File: src/rtl/busar_d.sv
// -----------------------------------------------------------------------------
// busar_d -- three-requester round-robin bus arbiter with registered grant.
//
// Purpose
//   Grants a shared bus to one of three requesters. The grant is held while
//   its owner keeps requesting. When the owner drops its request, the grant
//   passes in the same edge to the next requester in round-robin order.
//   A 2-bit pointer names the highest-priority requester. It moves to the
//   requester after the new owner on every grant change.
//
// Ports
//   clk  in   1  clock, all state updates on the rising edge
//   rst  in   1  asynchronous reset, active low
//   r    in   3  request vector, r[k]=1 means requester k wants the bus
//   out  out  3  grant vector, decoded from the state register
//                (one-hot or all-zero)
//
// Parameters
//   MAX_HOLD     maximum consecutive grant cycles while another request is
//                pending. Legal range is 1..15. It is used only with the
//                timeout feature.
//
// Configuration
//   BUSAR_D_TIMEOUT_EN  when defined, a 4-bit hold counter forces the grant
//                       to rotate after MAX_HOLD cycles if another requester
//                       is waiting. When undefined, an owner keeps the grant
//                       until its own request drops.
// -----------------------------------------------------------------------------
module busar_d #(
    parameter int unsigned MAX_HOLD = 4
) (
    input  logic       clk,
    input  logic       rst,
    input  logic [2:0] r,
    output logic [2:0] out
);

    // The state encoding equals the grant vector. Any other encoding is
    // illegal and returns to IDLE.
    localparam logic [2:0] IDLE = 3'b000;
    localparam logic [2:0] G0   = 3'b001;
    localparam logic [2:0] G1   = 3'b010;
    localparam logic [2:0] G2   = 3'b100;

    logic [2:0] state_q, state_d;
    logic [1:0] ptr_q,   ptr_d;
    logic [2:0] competitors;
    logic       force_rotate;

    // Returns the first set bit of req (one-hot), searching from index start
    // upward, modulo 3. A start value of 3 cannot occur; it searches as 0.
    function automatic logic [2:0] pick_first(input logic [2:0] req,
                                              input logic [1:0] start);
        logic [2:0] grant;
        grant = 3'b000;
        case (start)
            2'd1: begin
                if      (req[1]) grant = G1;
                else if (req[2]) grant = G2;
                else if (req[0]) grant = G0;
            end
            2'd2: begin
                if      (req[2]) grant = G2;
                else if (req[0]) grant = G0;
                else if (req[1]) grant = G1;
            end
            default: begin
                if      (req[0]) grant = G0;
                else if (req[1]) grant = G1;
                else if (req[2]) grant = G2;
            end
        endcase
        return grant;
    endfunction

    // Returns the index after the owner of grant, modulo 3. This value is
    // both the new pointer and the start of the handover search.
    function automatic logic [1:0] succ(input logic [2:0] grant);
        logic [1:0] idx;
        case (grant)
            G0:      idx = 2'd1;
            G1:      idx = 2'd2;
            default: idx = 2'd0;
        endcase
        return idx;
    endfunction

    assign competitors = r & ~state_q;

`ifdef BUSAR_D_TIMEOUT_EN
    // Out-of-range MAX_HOLD values are clamped so the 4-bit counter stays
    // meaningful.
    localparam int unsigned HOLD_CLAMP = (MAX_HOLD < 1)  ? 1  :
                                         (MAX_HOLD > 15) ? 15 : MAX_HOLD;
    localparam logic [3:0]  HOLD_LIMIT = 4'(HOLD_CLAMP);

    logic [3:0] hold_q, hold_d;
    logic [4:0] hold_inc;
    logic       hold_reach;

    // hold_q counts the edges the current grant has already been held.
    // When the count would reach HOLD_LIMIT on this edge, the owner has used
    // its MAX_HOLD cycles. The check is done one bit wider so that
    // HOLD_LIMIT=15 cannot wrap.
    assign hold_inc     = {1'b0, hold_q} + 5'd1;
    assign hold_reach   = (state_q != IDLE) && (hold_inc >= {1'b0, HOLD_LIMIT});
    assign force_rotate = hold_reach && (competitors != 3'b000);
`else
    // MAX_HOLD has no effect without the timeout feature.
    logic unused_max_hold;
    assign unused_max_hold = (MAX_HOLD != 0);
    assign force_rotate    = 1'b0;
`endif

    always_comb begin
        state_d = state_q;
        ptr_d   = ptr_q;

        case (state_q)
            IDLE: begin
                if (r != 3'b000) state_d = pick_first(r, ptr_q);
            end
            G0, G1, G2: begin
                // Handover ignores the owner's own bit. When the owner has
                // dropped its request, the result is the same as searching
                // all of r. A forced rotation can therefore never re-grant
                // the same owner.
                if (((r & state_q) == 3'b000) || force_rotate)
                    state_d = pick_first(competitors, succ(state_q));
            end
            default: state_d = IDLE;
        endcase

        // The pointer moves only when a new owner is granted. Falling back
        // to IDLE keeps the old pointer.
        if ((state_d != state_q) && (state_d != IDLE))
            ptr_d = succ(state_d);
    end

`ifdef BUSAR_D_TIMEOUT_EN
    always_comb begin
        hold_d = hold_q;
        if ((state_d != state_q) || (state_q == IDLE))
            hold_d = 4'd0;
        else if (hold_reach)
            hold_d = HOLD_LIMIT;   // saturate while nobody else waits
        else
            hold_d = hold_inc[3:0];
    end

    always_ff @(posedge clk or negedge rst) begin
        if (!rst) hold_q <= 4'd0;
        else      hold_q <= hold_d;
    end
`endif

    always_ff @(posedge clk or negedge rst) begin
        if (!rst) begin
            state_q <= IDLE;
            ptr_q   <= 2'd0;
        end else begin
            state_q <= state_d;
            ptr_q   <= ptr_d;
        end
    end

    // Decoding keeps out at zero for illegal encodings, so out can never
    // show more than one bit set.
    always_comb begin
        case (state_q)
            G0:      out = 3'b001;
            G1:      out = 3'b010;
            G2:      out = 3'b100;
            default: out = 3'b000;
        endcase
    end

endmodule

File: config.mk
export PLATFORM = sky130hd
export DESIGN_NAME = busar_d
export DESIGN_NICKNAME = d
export VERILOG_FILES = /design/src/rtl/busar_d.sv
export SDC_FILE = /design/constraint.sdc
export NUM_CORES = 1
export LEC_CHECK = 0
export CORE_MARGIN = 8
export CORE_UTILIZATION = 42
export DETAILED_ROUTE_END_ITERATION = 10
export PLACE_DENSITY = 0.63
export REMOVE_ABC_BUFFERS = 1
export SLEW_MARGIN = 10
export SYNTH_ARGS = -nofsm -noshare
export SYNTH_HDL_FRONTEND = slang
export SYNTH_SLANG_ARGS = --single-unit
File: constraint.sdc
create_clock -name clk -period 2.6 [get_ports clk]
set_input_delay 0.52 -clock clk [delete_from_list [all_inputs] [get_ports clk]]
set_output_delay 0.52 -clock clk [all_outputs]
set_load 0.05 [all_outputs]
==> summary.md, run 1 <==
| Metric | Value |
|---|---|
| Syn Area/Cell | 7.57 µm² |
| Crit share post-route | 0.925 |
| Grt ovf | 0 |
| Sum of negative setup slack | 0 ps |
| Non-filler cells, final | 112 |
| Area share of xor/xnor cells in the synthesized design | 0 |
| Switching power | 0.439 mW |
| CP max FO | 6 |
| Stages on worst setup path | 8 |
| Fill cells | 146 |
| Post-synthesis mux area share | 0 |
| Synth Area in Simple Gates | 0.343 |
| Final Slew Violations | 0 |
| Total Power | 0.913 mW |
| GR Util All Layers | 0.114 |
| Slew margin rel. | 0.664 |
| Family with the most delay on the worst path | simple AND/OR/NAND/NOR gates |
| WP data required | 2720 ps |
| Root buffer cell | clkbuf_4 |
| Clock sink total | 5 |
| Core ar. | 1450 µm² |
| Final Util | 0.540 |
| R2R Setup Slk | 200 ps |
| Crit path DAT | 2530 ps |
| PD cells | 1160 nW/µm² |
| Switching Share | 0.481 |
| Routed vias/inst | 5.53 |
| Hold Vio Cnt, Final | 0 |
| Clk pwr share | 0.098 |
| Compound-gate portion of the synthesized area | 0.274 |
| Drt wl/cell | 13.1 µm |
| Place WS | 17.7 ps |
| Final Setup Violations | 0 |
| Final setup margin | 195 ps |
| Post-CTS Setup Repair Bufs | 0 |
| Register area | 125 µm² |
| Comb pwr share | 0.740 |
| CTS tree | yes |
| Row Count | 14 |
| Global-route wire length before repair | 2680 µm |
| Ys Warns | 0 |
| Nets@finish | 106 |
| Syn Inst Count | 84 |
| Initial core utilization | 0.437 |
| R2R cell count | 8 |
| Post-Route Skew | 6.54 ps |
| DRC Markers | 0 |
| TritonRoute pass-1 iters | 4 |
| Worst Hold Margin | 490 ps |
| H-tree levels | 1 |
| Post-synth EDFFs | 0 |
| Clock latency on the worst-skew pair | 240 ps |
| Full die area | 3010 µm² |
| Placed cells | 108 |
| WS Path Type | flop to flop |
| Seq/Total Area, Yosys | 0.197 |
| R2R Path Start | state_q[2] |
| Die Ht | 54.9 µm |
| Ports | 8 |
| Min cycle time layout | 2400 ps |
| Hold crit path type | input pin to asynchronous set/reset pin |
| Num CTS Buffers | 3 |
| Synth Cell Area | 636 µm² |
| CP peak stage delay | 420 ps |
| Worst setup SP type | flop |
| Post-synthesis async set-or-reset flop share | 1.00 |
| Flop and latch count out of synthesis | 5 |
| Area delta synth->final | 23.6% |
| P_int | 0.474 mW |
| Initial antenna violation count | 0 |
| CP bufs+invs | 0 |
| Largest family of logic cells by synthesized area | simple AND/OR/NAND/NOR gates |
| Vias in the first global route | 624 |
| Final wirelength | 1470 µm |
| CP max stage cell | dfrtp_1 |
| Crit path cell chain | nor3b_2 > ha_4 > nand3b_1 > o221ai_1 > a221oi_2 > nand2b_2 > nor4_1 > or3_1 |
| Port bufs | 7 |
| Status | finished, final reports clean |
| LEAKAGE | 0.335 nW |
| Setup crit end kind | flop |
| Worst-case clock buffer depth | 2 |
| Seq pwr share | 0.162 |
| Placed cell area | 739 µm² |
| Post-Synth Adder-Cell Area | 0.0787 |
| Worst VDD drop | 0.000613 V |
| Most used flip-flop cell after synthesis | dfrtp_1 |
| Max cap viols | 0 |
| Area of the multi-input gates | 462 µm² |
| Largest net degree at the start of global routing | 14 |
| Gpl congestion | 0.871 |
| Design Area, Final | 786 µm² |
| Max Freq | 416 MHz |
| RSZ-0062 raised after global routing | false |
| Post-DRT Antenna Nets | 0 |
| Clk slew on worst S/H paths | 50 ps |
| Netlist cell types | 34 |
| Vias | 619 |
| Placed wire-length estimate | 1140 µm |
| Worst r2r dst | ptr_q[1] |
| Worst Max-Slew Pin Slew | 503 ps |
| Share of post-route cells with drive strength above 1 | 0.167 |
| Iteration-0 DRC count of the detailed router | 9 |
| # diodes | 0 |
| Chip width | 54.9 µm |
-- power groups by stage --
| stage | Sequential, mW | Clock, mW | Combinational [mW] |
|---|---|---|---|
| 2_1_floorplan | 0.164 | 0 | 0.452 |
| 3_3_place_gp | 0.147 | 0 | 0.646 |
| 3_5_place_dp | 0.148 | 0 | 0.644 |
| 4_1_cts | 0.147 | 0.0913 | 0.648 |
| 5_1_grt | 0.155 | 0.0941 | 0.765 |
| 6_report | 0.148 | 0.0896 | 0.676 |
-- sequential cells by signal, indices dropped and copies added, names as in the netlist --
| name | cells |
|---|---|
| ptr_q | 2 |
| state_q | 3 |
-- kinds of logic (layout without fill, tap and decap cells) --
family | Yosys count | after routing
adder cells (fa/ha/maj) | 4 | 4
flip-flops | 5 | 5
AND/OR/NAND/NOR | 36 | 36
AO/OA/AOI/OAI | 25 | 25
buffers and inverters | 14 | 26
-- area by class of cell --
type                    count  share of cell area
repair buffers             14               0.156
flip-flops and latches      5               0.159
inverters                   8              0.0382
well taps                  16              0.0255
clock buffers               4              0.0334
multi-input cells          65               0.588
-- worst max-delay path by stage --
stage / slack, ps / end / from
final: 200 / ptr_q[1] / state_q[2]
after floorplan: 280 / ptr_q[1] / state_q[2]
after CTS: 150 / ptr_q[1] / state_q[2]
after detailed placement: 20 / ptr_q[1] / r[0]
after global placement: 20 / ptr_q[1] / r[0]
after global routing: 50 / ptr_q[1] / state_q[2]
-- cells in the mapped netlist, types with 2 or more instances --
cell type  instances  area [µm²]
nand2b_1           4        25.0
or3_1              3        18.8
a21oi_1            6        30.0
buf_2              4        20.0
nand2_1            3        11.3
ha_1               4        50.1
nand3b_1           2        15.0
nor4b_1            2        17.5
o21ai_0            6        30.0
dfrtp_1            5         125
inv_1              8        30.0
nor3_1             2        10.0
nor3b_1            4        30.0
nor2b_1            4        25.0
nor2_1             7        26.3
a211oi_1           2        15.0
-- placed cells by master (no fill, tap or decap) --
master / netlist / routed
nand2_1: 3 / 3
ha_1: 4 / 3
o31a_1: 1 / 1
nand3b_1: 2 / 2
a211oi_2: 0 / 1
o21bai_1: 1 / 1
nand2b_1: 4 / 4
a22o_1: 1 / 1
o22a_1: 1 / 1
a221oi_2: 1 / 1
nor2b_1: 4 / 4
o31ai_1: 1 / 1
a21boi_0: 1 / 1
a211oi_1: 2 / 1
inv_1: 8 / 8
ha_4: 0 / 1
nor2_2: 0 / 1
buf_4: 1 / 7
or2_1: 1 / 1
nor3b_2: 1 / 1
o2bb2ai_1: 1 / 1
nor2_1: 7 / 6
a2111oi_0: 1 / 1
nand3_1: 1 / 1
or3_1: 3 / 3
dfrtp_1: 5 / 5
clkdlybuf4s50_1: 0 / 7
nor3_1: 2 / 2
a21oi_1: 6 / 6
clkbuf_1: 0 / 1
nor3b_1: 4 / 4
nor4b_1: 2 / 2
o21ai_0: 6 / 6
a311oi_1: 1 / 1
nor4_1: 1 / 1
clkbuf_4: 0 / 3
o221ai_1: 1 / 1
nand2b_2: 1 / 1
-- timing repair --
| action | CTS | global route |
|---|---|---|
| endpoints found under the setup margin | 0 | 2 |
| hold buffers | 0 | 0 |
| gates resized for setup | 0 | 3 |
-- metal layers --
metal | part of all wire | global-route usage | vias to the layer above
met2 | 0.50 | 0.183 | 9
li1 | - | - | 327
met5 | 0 | 0 | -
met1 | 0.48 | 0.153 | 283
met4 | 0 | 0.0360 | 0
met3 | 0.028 | 0.0187 | 0
No activity file was read; power rests on OpenSTA's default activity.
==> run 2: changes to the inputs <==
--- a/config.mk
+++ b/config.mk
@@ -6,9 +6,9 @@
 export NUM_CORES = 1
 export LEC_CHECK = 0
 export CORE_MARGIN = 8
-export CORE_UTILIZATION = 42
+export CORE_UTILIZATION = 40
 export DETAILED_ROUTE_END_ITERATION = 10
-export PLACE_DENSITY = 0.63
+export PLACE_DENSITY = 0.61
 export REMOVE_ABC_BUFFERS = 1
 export SLEW_MARGIN = 10
 export SYNTH_ARGS = -nofsm -noshare
==> summary.md, run 2 (synthesis gave the netlist of run 1 again) <==
| Metric | Value |
|---|---|
| Status | finished, final reports clean |
| Non-filler cells, final | 115 |
| Placed cell area | 759 µm² |
| Commonest non-fill, non-tap cell in the layout | buf_4 |
| CTS tree | yes |
| # diodes | 0 |
| Min cycle time layout | 2420 ps |
| Final Slew Violations | 0 |
| Family with the most delay on the worst path | buffers and inverters |
| Vias in the first global route | 647 |
| Crit share post-route | 0.929 |
| Hold Vio Cnt, Final | 0 |
| Iteration-0 DRC count of the detailed router | 27 |
| CP peak stage delay | 840 ps |
| Area delta synth->final | 23.6% |
| Largest register FFs | 3 |
| Post-DRT Antenna Nets | 0 |
| Ports | 8 |
| Die Ht | 55.9 µm |
| Row Count | 14 |
| Final Setup Violations | 0 |
| Switching Share | 0.489 |
| CP max stage cell | clkdlybuf4s50_1 |
| Post-CTS Setup Repair Bufs | 0 |
| GR Util All Layers | 0.103 |
| Design Area, Final | 786 µm² |
| Most frequent cells in the layout | buf_4, inv_1, nor2_1 |
| Setup crit end kind | output port |
| Total Power | 0.897 mW |
| H-tree levels | 1 |
| Max Freq | 414 MHz |
| PD cells | 1140 nW/µm² |
| Largest net degree at the start of global routing | 14 |
| Drt wl/cell | 13.6 µm |
| P_int | 0.458 mW |
| Grt ovf | 0 |
| Num CTS Buffers | 3 |
| TritonRoute pass-1 iters | 4 |
| Core ar. | 1510 µm² |
| Area of the multi-input gates | 442 µm² |
| RSZ-0062 raised after global routing | false |
| Top reg by flops | state_q |
| Worst Max-Slew Pin Slew | 502 ps |
| Crit path DAT | 1900 ps |
| Clock sink total | 5 |
| Post-Route Skew | 2.13 ps |
| Final Util | 0.522 |
| Seq pwr share | 0.164 |
| Worst VDD drop | 0.000500 V |
| Port bufs | 7 |
| Slew margin rel. | 0.664 |
| Nets@finish | 109 |
| LEAKAGE | 0.349 nW |
| Placed cells | 111 |
| Routed vias/inst | 5.87 |
| Worst-case clock buffer depth | 2 |
| Share of post-route cells with drive strength above 1 | 0.172 |
| Register area | 125 µm² |
| WP data required | 2080 ps |
| Vias | 675 |
| Critical path launch point | state_q[0] |
| Full die area | 3120 µm² |
| R2R Path Start | state_q[2] |
| Clock latency on the worst-skew pair | 240 ps |
| Switching power | 0.438 mW |
| DRC Markers | 0 |
| Chip width | 55.9 µm |
| Root buffer cell | clkbuf_4 |
| WS Path Type | flop to output port |
| CP max FO | 13 |
| Clk slew on worst S/H paths | 50 ps |
| Fill cells | 140 |
| Hold-fix buffers, CTS | 0 |
| Max cap viols | 0 |
| Post_cts resized | 0 |
| Hold crit path type | input pin to asynchronous set/reset pin |
| Placed wire-length estimate | 1230 µm |
| Comb pwr share | 0.735 |
| Initial antenna violation count | 0 |
| Clk pwr share | 0.102 |
| Gpl congestion | 0.885 |
| Top flop regs | state_q x3, ptr_q x2 |
| Crit path cell chain | buf_4 > nor3b_1 > clkdlybuf4s50_1 |
| CP bufs+invs | 2 |
| Final wirelength | 1560 µm |
| Global-route wire length before repair | 2760 µm |
| Initial core utilization | 0.422 |
| Worst setup SP type | flop |
-- run 2: path summary, 6_finish.rpt --
kind                       slack [ps]  cells after the start         end
hold / removal                    490                      1    ptr_q[1]
min in group clk                  540                      1    ptr_q[0]
hold reg to reg                   540                      1    ptr_q[0]
max in group asynchronous        1920                      1  state_q[1]
setup reg to reg                  190                      8    ptr_q[1]
setup / recovery                  180                      3      out[1]
-- run 2: final cells by class --
class / instances / area share
repair buffers: 17 / 0.182
flip-flops and latches: 5 / 0.159
well taps: 16 / 0.0255
clock buffers: 4 / 0.0334
inverters: 8 / 0.0382
multi-input cells: 65 / 0.562
-- run 2: per-stage QoR --
stage          hold WS, ps  setup slack, ps  TNS [ps]
6_report               495              184         0
5_1_grt                502             30.9         0
4_1_cts                496              183         0
3_5_place_dp           540            -10.9     -10.9
3_3_place_gp           538             11.8         0
2_1_floorplan          224              281         0
-- run 2: metal layers --
layer / vias to the layer above / GRT usage / share of wire
li1: 331 / - / -
met1: 325 / 0.112 / 0.46
met2: 19 / 0.178 / 0.48
met3: 0 / 0.0411 / 0.055
met4: 0 / 0.0344 / 0
met5: - / 0 / 0
-- run 2: power by group through the flow --
stage,logic [mW],registers [mW],clock network (mW)
2_1_floorplan,0.452,0.164,0
3_3_place_gp,0.654,0.146,0
3_5_place_dp,0.655,0.147,0
4_1_cts,0.657,0.147,0.0939
5_1_grt,0.728,0.153,0.100
6_report,0.659,0.147,0.0911
